### config.mk
export PLATFORM = sky130hd
export DESIGN_NAME = team_06_envelope_follower
export DESIGN_NICKNAME = d
export VERILOG_FILES = /design/src/rtl/team_06_env_pkg.sv /design/src/rtl/team_06_env_counter.sv /design/src/rtl/team_06_envelope_follower.sv
export SDC_FILE = /design/constraint.sdc
export NUM_CORES = 1
export LEC_CHECK = 0
export ABC_AREA = 1
export CAP_MARGIN = 10
export CORE_UTILIZATION = 61
export CTS_BUF_LIST = sky130_fd_sc_hd__clkbuf_4 sky130_fd_sc_hd__clkbuf_8 sky130_fd_sc_hd__clkbuf_16
export CTS_CLUSTER_SIZE = 20
export DETAILED_ROUTE_END_ITERATION = 12
export PLACE_DENSITY = 0.93
export SLEW_MARGIN = 10
export SYNTH_ARGS = -nofsm -noshare
export SYNTH_HDL_FRONTEND = slang
export SYNTH_SLANG_ARGS = --single-unit
### constraint.sdc
create_clock -name clkdiv -period 4.7 [get_ports clkdiv]
set_input_delay 1.175 -clock clkdiv [delete_from_list [all_inputs] [get_ports clkdiv]]
set_output_delay 1.175 -clock clkdiv [all_outputs]
set_load 0.1 [all_outputs]
### src/rtl/team_06_env_pkg.sv
// Shared FSM state encoding and default tuning constants for the envelope follower.
package team_06_env_pkg;

    typedef enum logic [1:0] {
        IDLE    = 2'd0,
        ATTACK  = 2'd1,
        HOLD    = 2'd2,
        RELEASE = 2'd3
    } env_state_t;

    localparam int ATTACK_SHIFT_DEF = 2;
    localparam int HOLD_SAMPLES_DEF = 8;
    localparam int RELEASE_DIV_DEF  = 16;

endpackage

### src/rtl/team_06_env_counter.sv
// Modulo-MOD sample counter with synchronous clear; tc flags that the next increment wraps to 0.
module team_06_env_counter #(
    parameter int MOD = 8
) (
    input  logic clk,
    input  logic rst,
    input  logic clr,
    input  logic inc,
    output logic tc
);
    localparam int CW = (MOD > 1) ? $clog2(MOD) : 1;

    logic [CW-1:0] count;

    always_ff @(posedge clk or posedge rst) begin
        if (rst) begin
            count <= '0;
        end else if (clr) begin
            count <= '0;
        end else if (inc) begin
            count <= tc ? '0 : count + CW'(1);
        end
    end

    assign tc = (count == CW'(MOD - 1));

endmodule

### src/rtl/team_06_envelope_follower.sv
// Attack/hold/release envelope follower for an 8-bit magnitude stream, 1-cycle latency.
// Define TEAM06_ENV_DIR_EN to register env_dir; otherwise env_dir is tied high.
module team_06_envelope_follower
    import team_06_env_pkg::*;
#(
    parameter int ATTACK_SHIFT = ATTACK_SHIFT_DEF,
    parameter int HOLD_SAMPLES = HOLD_SAMPLES_DEF,
    parameter int RELEASE_DIV  = RELEASE_DIV_DEF
) (
    input  logic       clkdiv,
    input  logic       rst,
    input  logic       en,
    input  logic       sample_valid,
    input  logic [7:0] audio_in,
    output logic [7:0] envelope,
    output logic       env_valid,
    output logic       env_dir
);
    env_state_t state;
    logic       accepted, rising;
    logic       hold_inc, hold_clr, hold_tc;
    logic       rel_inc, rel_clr, rel_tc;
    logic [8:0] diff, step, sum;
    logic [7:0] env_up;

    assign accepted = en && sample_valid;
    assign rising   = audio_in > envelope;

    always_comb begin
        diff = {1'b0, audio_in} - {1'b0, envelope};
        step = diff >> ATTACK_SHIFT;
        if (step == 9'd0) begin
            step = 9'd1;
        end
        sum    = {1'b0, envelope} + step;
        env_up = (sum > 9'd255) ? 8'd255 : sum[7:0];
    end

    // IDLE counts its first non-rising sample like HOLD does.
    assign hold_inc = accepted && !rising && (state != RELEASE);
    assign hold_clr = !en || (accepted && rising);
    assign rel_inc  = accepted && !rising && (state == RELEASE);
    assign rel_clr  = !en || (accepted && rising) || (hold_inc && hold_tc);

    team_06_env_counter #(.MOD(HOLD_SAMPLES)) u_hold_cnt (
        .clk (clkdiv),
        .rst (rst),
        .clr (hold_clr),
        .inc (hold_inc),
        .tc  (hold_tc)
    );

    team_06_env_counter #(.MOD(RELEASE_DIV)) u_rel_cnt (
        .clk (clkdiv),
        .rst (rst),
        .clr (rel_clr),
        .inc (rel_inc),
        .tc  (rel_tc)
    );

`ifndef TEAM06_ENV_DIR_EN
    assign env_dir = 1'b1;
`endif

    always_ff @(posedge clkdiv or posedge rst) begin
        if (rst) begin
            state     <= IDLE;
            envelope  <= 8'd0;
            env_valid <= 1'b0;
`ifdef TEAM06_ENV_DIR_EN
            env_dir   <= 1'b1;
`endif
        end else if (!en) begin
            state     <= IDLE;
            envelope  <= 8'd0;
            env_valid <= 1'b0;
        end else begin
            env_valid <= sample_valid;
            if (sample_valid) begin
                if (rising) begin
                    state    <= ATTACK;
                    envelope <= env_up;
`ifdef TEAM06_ENV_DIR_EN
                    env_dir  <= 1'b1;
`endif
                end else if (state != RELEASE) begin
                    state <= hold_tc ? RELEASE : HOLD;
                end else if (rel_tc && (envelope > audio_in)) begin
                    envelope <= envelope - 8'd1;
`ifdef TEAM06_ENV_DIR_EN
                    env_dir  <= 1'b0;
`endif
                end
            end
        end
    end

endmodule

# [Yosys cells after proc, flatten, opt, wreduce, memory -nomap -nowiden]
# Cells that the tools add are included.
[word_totals] reg_bits=18 inputBits=12 output_inout_bits=10 wordCells=56
[op_classes] add_sub_neg=5 magnitude_cmp=3 n_eq_ne=8 n_mux=19 reduce_logical=16
[op_table] op="$mux 8" n=6
[op_table] op="$gt 8x8->1" n=2
[op_table] op="$mux 4" n=3
[op_table] op="$add 8x7->9" n=1
[op_table] op="$gt 9x8->1 const B" n=1
[op_table] op="$logic_not 9->1" n=1
[op_table] op="$mux 3" n=3
[op_table] op="$sub 8x8->9" n=1
[op_table] op="$mux 2" n=4
[op_table] op="$sub 8x1->8 const B" n=1
[op_table] op="$logic_and 1x1->1" n=7
[op_table] op="$mux 7" n=1
[op_table] op="$ne 3x1->1 const B" n=2
[op_table] op="$add 4x1->4 const B" n=1
[op_table] op="$eq 4x4->1 const B" n=1
[op_table] op="$reduce_bool 2->1" n=2
[op_table] op="$add 3x1->3 const B" n=1
[op_table] op="$eq 3x3->1 const B" n=1
[op_table] op="$ne 3x3->1 const B" n=1
[op_table] op="$reduce_and 3->1" n=1
[op_table] op="$eq 2x2->1 const B" n=1
[op_table] op="$logic_not 1->1" n=2
[op_table] op="$logic_or 1x1->1" n=2
[op_table] op="$mux 1" n=2
[op_table] op="3 further kinds" n=3

# [Logic depth before layout (Yosys ltp)]
# Gate-level depths: netlist (run 1).
[depth] depth_word=9 mapped_depth=25 ltp_nobuf=25

# [Cells and area by module]
# From an unflattened synthesis (run 1), not the netlist that was laid out.
[hier_totals] cells_unflattened=296 area_unflattened_um2=1959.4
[modules_own_cells] mod="team_06_envelope_follower" n_inst=1 cells_per_inst=250 area_each_um2=1572.8 seq_area_each_um2=275.3
[modules_own_cells] mod="team_06_env_counter at u_rel_cnt" n_inst=1 cells_per_inst=27 area_each_um2=227.7 seq_area_each_um2=100.1
[modules_own_cells] mod="team_06_env_counter at u_hold_cnt" n_inst=1 cells_per_inst=19 area_each_um2=158.9 seq_area_each_um2=75.1

# [Least setup slack after synthesis (run 1)]
# OpenSTA, ideal clock, no wires.
[synth_timing] path_kind="register -> register" start="register envelope[1]" end="register envelope[7]" setup_ns=0.121 arrival_time_ns=3.666 t_required_ns=4.579 setup_slack_ns=0.913 path_stages_with_launch=23 n_path_buf=0 period_less_slack_ns=3.787 cell_sequence="dfrtp_1 > inv_1 > ha_1 > nand2_1 > nand2_2 > nand2_1 > nand2_1 > xor2_1 > nor2_1 > nand2_1 > nor2_1 > nand2_1 > nand2_1 > ha_1 > fa_1 > nand3_1 > nand2_1 > nand4_1 > nand2_1 > nor2_2 > nand3_1 > nand3_1 > nand2_1"
[synth_via] elab_chain_len=9 elab_cells_between_ends=18 cone_classes="3 x add/sub; 3 x order compare; 2 x eq/ne; 7 x mux; 3 x reduce/logical"
[synth_rtl] element="start, declared" line="team_06_envelope_follower.sv:15" text="output logic [7:0] envelope,"
[synth_rtl] element="start signal, assigned" line="team_06_envelope_follower.sv:82" text="envelope <= env_up;"
[synth_rtl] element="start signal, assigned" line="team_06_envelope_follower.sv:89" text="envelope <= envelope - 8'd1;"
[synth_rtl] element="$sub 8x8->9" line="team_06_envelope_follower.sv:30" text="diff = {1'b0, audio_in} - {1'b0, envelope};"
[synth_rtl] element="$logic_not 9->1" line="team_06_envelope_follower.sv:32" text="if (step == 9'd0) begin"
[synth_rtl] element="$mux 7" line="team_06_envelope_follower.sv:32"
[synth_rtl] element="$add 8x7->9" line="team_06_envelope_follower.sv:35" text="sum = {1'b0, envelope} + step;"
[synth_rtl] element="$gt 9x8->1" line="team_06_envelope_follower.sv:36" text="env_up = (sum > 9'd255) ? 8'd255 : sum[7:0];"
[synth_rtl] element="$mux 8" line="team_06_envelope_follower.sv:36"
[synth_rtl] element="$mux 8" line="team_06_envelope_follower.sv:80" text="if (rising) begin"
[synth_rtl] element="$mux 8" line="team_06_envelope_follower.sv:79" text="if (sample_valid) begin"
[synth_rtl] element="$mux 8" line="team_06_envelope_follower.sv:73" text="end else if (!en) begin"
# Parallel ways exist; a longest one is shown, timed or not. The select of a mux whose other input is x is not followed.
# A chain may end at the register's enable or synchronous reset.

# [Final worst setup path (run 1)]
[layout_timing] start="input port audio_in[3]" end="register envelope[4]"
[layout_via] elab_chain_len=9 elab_cells_between_ends=15 cone_classes="2 x add/sub; 3 x order compare; 2 x eq/ne; 5 x mux; 3 x reduce/logical"
[layout_rtl] element="start, declared" line="team_06_envelope_follower.sv:14" text="input logic [7:0] audio_in,"
[layout_rtl] element="$sub 8x8->9" line="team_06_envelope_follower.sv:30"
[layout_rtl] element="$logic_not 9->1" line="team_06_envelope_follower.sv:32"
[layout_rtl] element="$mux 7" line="team_06_envelope_follower.sv:32"
[layout_rtl] element="$add 8x7->9" line="team_06_envelope_follower.sv:35"
[layout_rtl] element="$gt 9x8->1" line="team_06_envelope_follower.sv:36"
[layout_rtl] element="$mux 8" line="team_06_envelope_follower.sv:36"
[layout_rtl] element="$mux 8" line="team_06_envelope_follower.sv:80"
[layout_rtl] element="$mux 8" line="team_06_envelope_follower.sv:79"
[layout_rtl] element="$mux 8" line="team_06_envelope_follower.sv:73"
# Parallel ways exist; a longest one is shown, timed or not. The select of a mux whose other input is x is not followed.

==> flow_summary_export.csv, run 1 <==
group,metric,value,unit
clock_network,cts-htree-levels,1,
yosys,synth.cell_area,1831,µm²
pwr,powerDensity,751.7,nW/µm²
layout,drive_gt1_frac,0.08602,
routing,vias,1784,
layout,stdcell_area,2076,µm²
sta,slew_violations,0,
pwr,swShare,0.5791,
floorplanning,core-area,2805,µm²
worst_setup_path,cp_data_arrival_time,4420,ps
yosys,yosys_register_bits,18,
yosys,synth_edf_count,0,
sta,setup_ws,481.3,ps
sta,finalSetupTns,0,ps
routing,first_pass_iters,8,
yosys,ys_seq_area_frac,0.2461,
place,io_buffer_count,20,
yosys,synthFlopType,"dfrtp_1",
routing,wl_per_cell,13.14,µm
global_route,first_global_vias,1529,
yosys,synth_top_area_frac,0.2461,
layout,multi_input_area,1219,µm²
clock_network,cts_tree,"built",
floorplanning,start_util,0.6525,
place,gp_congestion,0.9232,
pwr,clkPwrFrac,0.062,
yosys,syn_area_per_cell,7.095,µm²
routing,vias_per_cell,5.755,
layout,nFillCells,229,
global_route,grt_overflow_total,0,
clock_network,cts_buffers,3,
global_route,grt_max_degree,19,
sta,finalCriticalPeriod,4219,ps
global_route,grt_util_all_layers,0.2716,
yosys,asyncSetResetFlopFracSynth,1.000,
floorplanning,chipWidth,56.78,µm
hold_path,hp-start,"state[1]$_DFFE_PP0P_",
yosys,yosys.area.top_type,"dfrtp_1",
sta,setup_violations,0,
pwr,p_total,1.560,mW
clock_network,cts.sinks,18,
global_route,antenna_found_initial,0,
layout,fin_cells,310,
pwr,power_frac_comb,0.778,
yosys,synthesis.nets,290,
clock_network,path_clk_slew,110,ps
clock_network,clk_latency,300,ps
hold_path,holdPathStages,2,
layout,layout.nets,312,
clock_network,cts_root_buf,"clkbuf_4",
yosys,syn_inst,258,
place,hpwl,3110,µm
worst_setup_path,worst_ep_required_time,4900,ps
pwr,seq_power_share,0.160,
place,dp.cells,306,
layout,syn_to_final_growth,13.40,%
yosys,ys_warn_count,0,
worst_setup_path,path_class,"primary input to flop",
run_status,status,"finished with violations",
sta,hold_viol,0,
worst_setup_path,r2r_start,"envelope[3]$_DFFE_PP0P_",
sta,fin_crit_sh,0.8976,
floorplanning,fp.dieArea,3224,µm²
clock_network,cts-resized-gates,0,
routing,drc_errors,7,
yosys,synth_cell_type_count,28,
layout,diodes,0,
sta,max_slew.worst_pin.slew,965.9,ps
routing,wl,4073,µm
routing,postRouteAntennaNets,0,
pwr,power_switching,903.6,µW
floorplanning,rows,19,
hold_path,hold_path.class,"flop to flop",
yosys,synth_common_cells,"nand2_1 (61), nand3_1 (34), inv_1 (32)",
pwr,cell_internal_pwr,656.8,µW
hold_path,min_to,"state[1]$_DFFE_PP0P_",
sta,fin_skew,6.349,ps
place,dp_slack,221.9,ps
worst_setup_path,startpoint_type,"primary input",
clock_network,postCtsSetupBuffers,0,
floorplanning,die_h,56.78,µm
routing,drt_iter0_markers,116,
clock_network,postCtsHoldBufs,0,
worst_setup_path,rrSetupSlack,1160,ps
pwr,p_leak,1.084,nW
global_route,grt_pass1_wl,6955,µm
yosys,synth_most_common_cell,"nand2_1",
worst_setup_path,r2r_end,"envelope[4]$_DFFE_PP0P_",
sta,max_freq,237.0,MHz
clock_network,clock_path_buffers,2,
layout,final-seq-area,450.4,µm²
pwr,peakVddDrop,437.9,µV
worst_setup_path,worst_setup_path_end_kind,"flop",
run,drv_cap,0,
worst_setup_path,reg2regPathDepth,21,
place,dpl_cell_area,2039,µm²
floorplanning,ioPinCount,22,
yosys,synth.area.top_cells,"dfrtp_1 (25%), ha_1 (13%), nand2_1 (13%), nand3_1 (9.3%), inv_1 (6.6%)",
sta,rsz0062_at_grt,"false",
worst_setup_path,critPathMaxFanout,6,
run_status,violations,"design-rule violations",
sta,max-slew-margin-rel,0.3540,
## sequential cells by signal, summed over array words and instances (netlist names)
register,flops
envelope,8
u_hold_cnt.count,3
u_rel_cnt.count,4
env_valid,1
state,2
## per-stage QoR
| stage | util | hold slack, ps |
|---|---|---|
| final | 0.7400 | 487.9 |
| after floorplan | - | 441.7 |
| after global placement | 0.7270 | 460.7 |
| after CTS | 0.7400 | 490.3 |
| after detailed placement | 0.7270 | 465.1 |
| after global routing | 0.7400 | 512.3 |
## routing by layer
metal	GRT usage	routed length [µm]
met1	0.3954	1953
met2	0.4286	1817
met3	0.05300	287
met4	0.03484	14
met5	0	0
## kinds of logic (layout without fill, tap and decap cells)
logic type,Yosys count,count (layout),synth area share
simple gates,131,131,0.3397
fa+ha+maj,20,20,0.1408
flops,18,18,0.2461
other cells,1,1,0.002049
compound gates,34,34,0.1066
xor+xnor,16,16,0.07656
buf+inv,38,59,0.08818
## final cells by class
cell class,count,area share
multi-input combinational,202,0.5871
sequential,18,0.2170
clock buffer,4,0.01748
inverter,35,0.06329
tap,31,0.01869
timing repair buffer,20,0.09644
## worst max-delay path by stage
stage,from,to,depth (start not counted)
6_report,audio_in[3],envelope[4]$_DFFE_PP0P_,21
5_1_grt,audio_in[3],envelope[7]$_DFFE_PP0P_,21
4_1_cts,audio_in[3],envelope[7]$_DFFE_PP0P_,21
3_5_place_dp,audio_in[3],envelope[7]$_DFFE_PP0P_,21
3_3_place_gp,audio_in[3],envelope[7]$_DFFE_PP0P_,21
2_1_floorplan,envelope[1]$_DFFE_PP0P_,envelope[7]$_DFFE_PP0P_,22
## layout by cell type, fill, tap and decap left out
| cell | instances |
|---|---|
| nand2_1 | 61 |
| nand3_1 | 34 |
| inv_1 | 32 |
| a21oi_1 | 21 |
| clkdlybuf4s50_1 | 20 |
| ha_1 | 19 |
| dfrtp_1 | 18 |
| nor2_1 | 16 |
| xor2_1 | 8 |
| xnor2_1 | 8 |
| nand2_2 | 6 |
| nand4_1 | 5 |
| nand2_4 | 4 |
| inv_2 | 3 |
| o21ai_0 | 3 |
| clkbuf_4 | 3 |
| a21o_1 | 2 |
| nor3_1 | 2 |
| o21ai_2 | 2 |
| a21oi_2 | 2 |
| o21ai_1 | 2 |
| nor2_4 | 1 |
| nand4_4 | 1 |
| nor2_2 | 1 |
| o21a_1 | 1 |
| o211ai_1 | 1 |
| fa_1 | 1 |
| conb_1 | 1 |
| clkbuf_8 | 1 |
## critical path, stage by stage
cell and delay (ps):
clkdlybuf4s50_1 410, ha_1 360, nand2_1 110, inv_2 50, nand2_1 90, nand2_2 90, a21oi_1 170, xor2_1 260
nor2_1 90, nand2_1 80, nand2_1 60, ha_1 220, fa_1 420, nand3_1 100, nand2_1 80, nand4_1 80
nand2_1 100, nor2_2 240, nand2_1 100, nand3_1 100, nand2_1 50
## power by group through the flow
stage	sequential [mW]	clock [mW]	combinational [mW]
4_1_cts	0.250	0.0981	1.20
2_1_floorplan	0.432	0	0.784
3_3_place_gp	0.252	0	1.18
6_report	0.250	0.0972	1.21
5_1_grt	0.257	0.104	1.33
3_5_place_dp	0.253	0	1.19
Power figures use the tool's default switching activity.
==> run 2: changes to the inputs <==
--- a/config.mk
+++ b/config.mk
@@ -7,6 +7,8 @@
 export LEC_CHECK = 0
 export ABC_AREA = 1
 export CAP_MARGIN = 10
+export CORE_ASPECT_RATIO = 1.5
+export CORE_MARGIN = 3
 export CORE_UTILIZATION = 61
 export CTS_BUF_LIST = sky130_fd_sc_hd__clkbuf_4 sky130_fd_sc_hd__clkbuf_8 sky130_fd_sc_hd__clkbuf_16
 export CTS_CLUSTER_SIZE = 20
==> run 2 against run 1 <==
Net effect:
- the flow now finishes without violations
- cell count is 1.9% higher
- global-route usage down 0.57 points
- setup slack gained 26 ps
- sequential power barely moved
- non-clock buffer count unchanged
- count of clock-buffer cells in the layout did not move
- first-iteration DRC count down 28%
- die area is 15% higher
- utilization is 2.1 points higher
- power is 2.3% higher
- via count grew 0.45%
- critical path type unchanged
- largest cell class unchanged
==> flow_summary_export.csv, run 2 (synthesis results as in run 1) <==
group,metric,value,unit
run_status,status,"finished clean",
clock_network,cts_root_buf,"clkbuf_8",
clock_network,clk_latency,260,ps
place,hpwl,3430,µm
worst_setup_path,startpoint_type,"primary input",
sta,hold_viol,0,
place,io_buffer_count,20,
hold_path,hp-start,"u_hold_cnt.count[1]$_DFFE_PP0P_",
sta,max-slew-margin-rel,0.3543,
sta,fin_crit_sh,0.8920,
sta,finalCriticalPeriod,4192,ps
hold_path,hold_path.class,"flop to flop",
sta,setup_ws,507.7,ps
sta,slew_violations,0,
worst_setup_path,cp_data_arrival_time,4340,ps
sta,fin_skew,2.117,ps
layout,diodes,0,
global_route,grt_overflow_total,0,
worst_setup_path,rrSetupSlack,1200,ps
layout,largest_register_ffs,8,
worst_setup_path,path_class,"primary input to flop",
global_route,grt_util_all_layers,0.2660,
sta,whs,489.3,ps
worst_setup_path,r2r_end,"envelope[2]$_DFFE_PP0P_",
floorplanning,core-area,2763,µm²
routing,first_pass_iters,5,
floorplanning,die_h,73.09,µm
floorplanning,ioPinCount,22,
global_route,grt_pass1_wl,7638,µm
layout,reg_top3,"envelope: 8 flops, u_rel_cnt.count: 4 flops, u_hold_cnt.count: 3 flops",
sta,rsz0062_at_grt,"false",
routing,drt_iter0_markers,84,
pwr,peakVddDrop,463.6,µV
clock_network,postCtsSetupBuffers,0,
clock_network,cts-resized-gates,0,
sta,finalSetupTns,0,ps
clock_network,cts-htree-levels,1,
sta,setup_violations,0,
layout,layout.cells.most_common,"nand2_1",
routing,wl_per_cell,13.88,µm
routing,vias_per_cell,5.671,
routing,drc_errors,0,
floorplanning,chipWidth,50.73,µm
clock_network,clock_path_buffers,2,
routing,wl,4387,µm
worst_setup_path,critPathMaxFanout,6,
routing,postRouteAntennaNets,0,
clock_network,cts.sinks,18,
pwr,powerDensity,759.7,nW/µm²
place,gp_congestion,0.9251,
sta,max_freq,238.5,MHz
layout,layout_common_cells,"nand2_1 (61), nand3_1 (34), inv_1 (32)",
layout,largest-register,"envelope",
worst_setup_path,worst_ep_required_time,4850,ps
floorplanning,fp.dieArea,3707,µm²
clock_network,postCtsHoldBufs,0,
worst_setup_path,r2r_start,"envelope[3]$_DFFE_PP0P_",
routing,vias,1792,
floorplanning,rows,23,
global_route,antenna_found_initial,0,
worst_setup_path,reg2regPathDepth,21,
clock_network,cts_tree,"built",
layout,drive_gt1_frac,0.08602,
layout,layout.nets,312,
layout,stdcell_area,2102,µm²
place,dpl_cell_area,2047,µm²
hold_path,min_to,"u_hold_cnt.count[1]$_DFFE_PP0P_",
worst_setup_path,worst_setup_path_end_kind,"flop",
layout,syn_to_final_growth,14.83,%
run,drv_cap,0,
global_route,first_global_vias,1815,
place,dp_slack,265.0,ps
sta,max_slew.worst_pin.slew,965.5,ps
clock_network,path_clk_slew,70,ps
pwr,p_leak,1.092,nW
hold_path,holdPathStages,2,
floorplanning,start_util,0.6626,
clock_network,cts_buffers,3,
global_route,grt_max_degree,19,
-- run 2: worst max path at each step --
stage                       startpoint                       to  slack [ps]  depth (start not counted)
4_1_cts                    audio_in[1]  envelope[5]$_DFFE_PP0P_         540                         22
3_3_place_gp               audio_in[1]  envelope[7]$_DFFE_PP0P_         340                         22
3_5_place_dp               audio_in[1]  envelope[7]$_DFFE_PP0P_         270                         22
2_1_floorplan  envelope[1]$_DFFE_PP0P_  envelope[7]$_DFFE_PP0P_         910                         22
6_report                   audio_in[1]  envelope[2]$_DFFE_PP0P_         510                         22
5_1_grt                    audio_in[0]  envelope[7]$_DFFE_PP0P_         160                         24
-- run 2: metal layers --
layer	wire, µm	track usage	up-vias
met5	0	0	-
met4	127	0.1168	0
met1	1673	0.2859	815
met3	220	0.02454	14
met2	2366	0.5131	78
li1	-	-	885
-- run 2: final cells by class --
type	instances	area, µm²
clock buffer	4	55.05
tap	37	46.29
multi-input combinational	202	1219
fill	203	660.6
inverter	35	131.4
timing repair buffer	20	200.2
sequential	18	450.4
-- run 2: per-stage QoR --
stage / util / cells / power (mW)
2_1_floorplan: - / 258 / 1.216
3_3_place_gp: 0.7409 / 312 / 1.423
3_5_place_dp: 0.7409 / 312 / 1.447
4_1_cts: 0.7609 / 316 / 1.589
5_1_grt: 0.7609 / 316 / 1.732
6_report: 0.7609 / 316 / 1.597
-- run 2: critical path, stage by stage --
cell	delay [ps]
clkdlybuf4s50_1	400
ha_1	330
nand2_1	80
nand2_2	90
nand2_1	50
nand2_1	110
xor2_1	320
nor2_1	70
nand2_1	70
nor2_1	50
nand2_1	50
nand2_1	50
ha_1	210
fa_1	430
nand3_1	90
nand2_1	80
nand4_1	90
nand2_1	100
nor2_2	250
nand2_1	100
nand3_1	90
nand2_1	50
-- run 2: power by group --
group          total [mW]  leakage (nW)  switching (mW)  internal (mW)
Combinational        1.22         0.825           0.803          0.415
Sequential          0.251         0.238          0.0566          0.194
Clock               0.128        0.0288          0.0538         0.0745
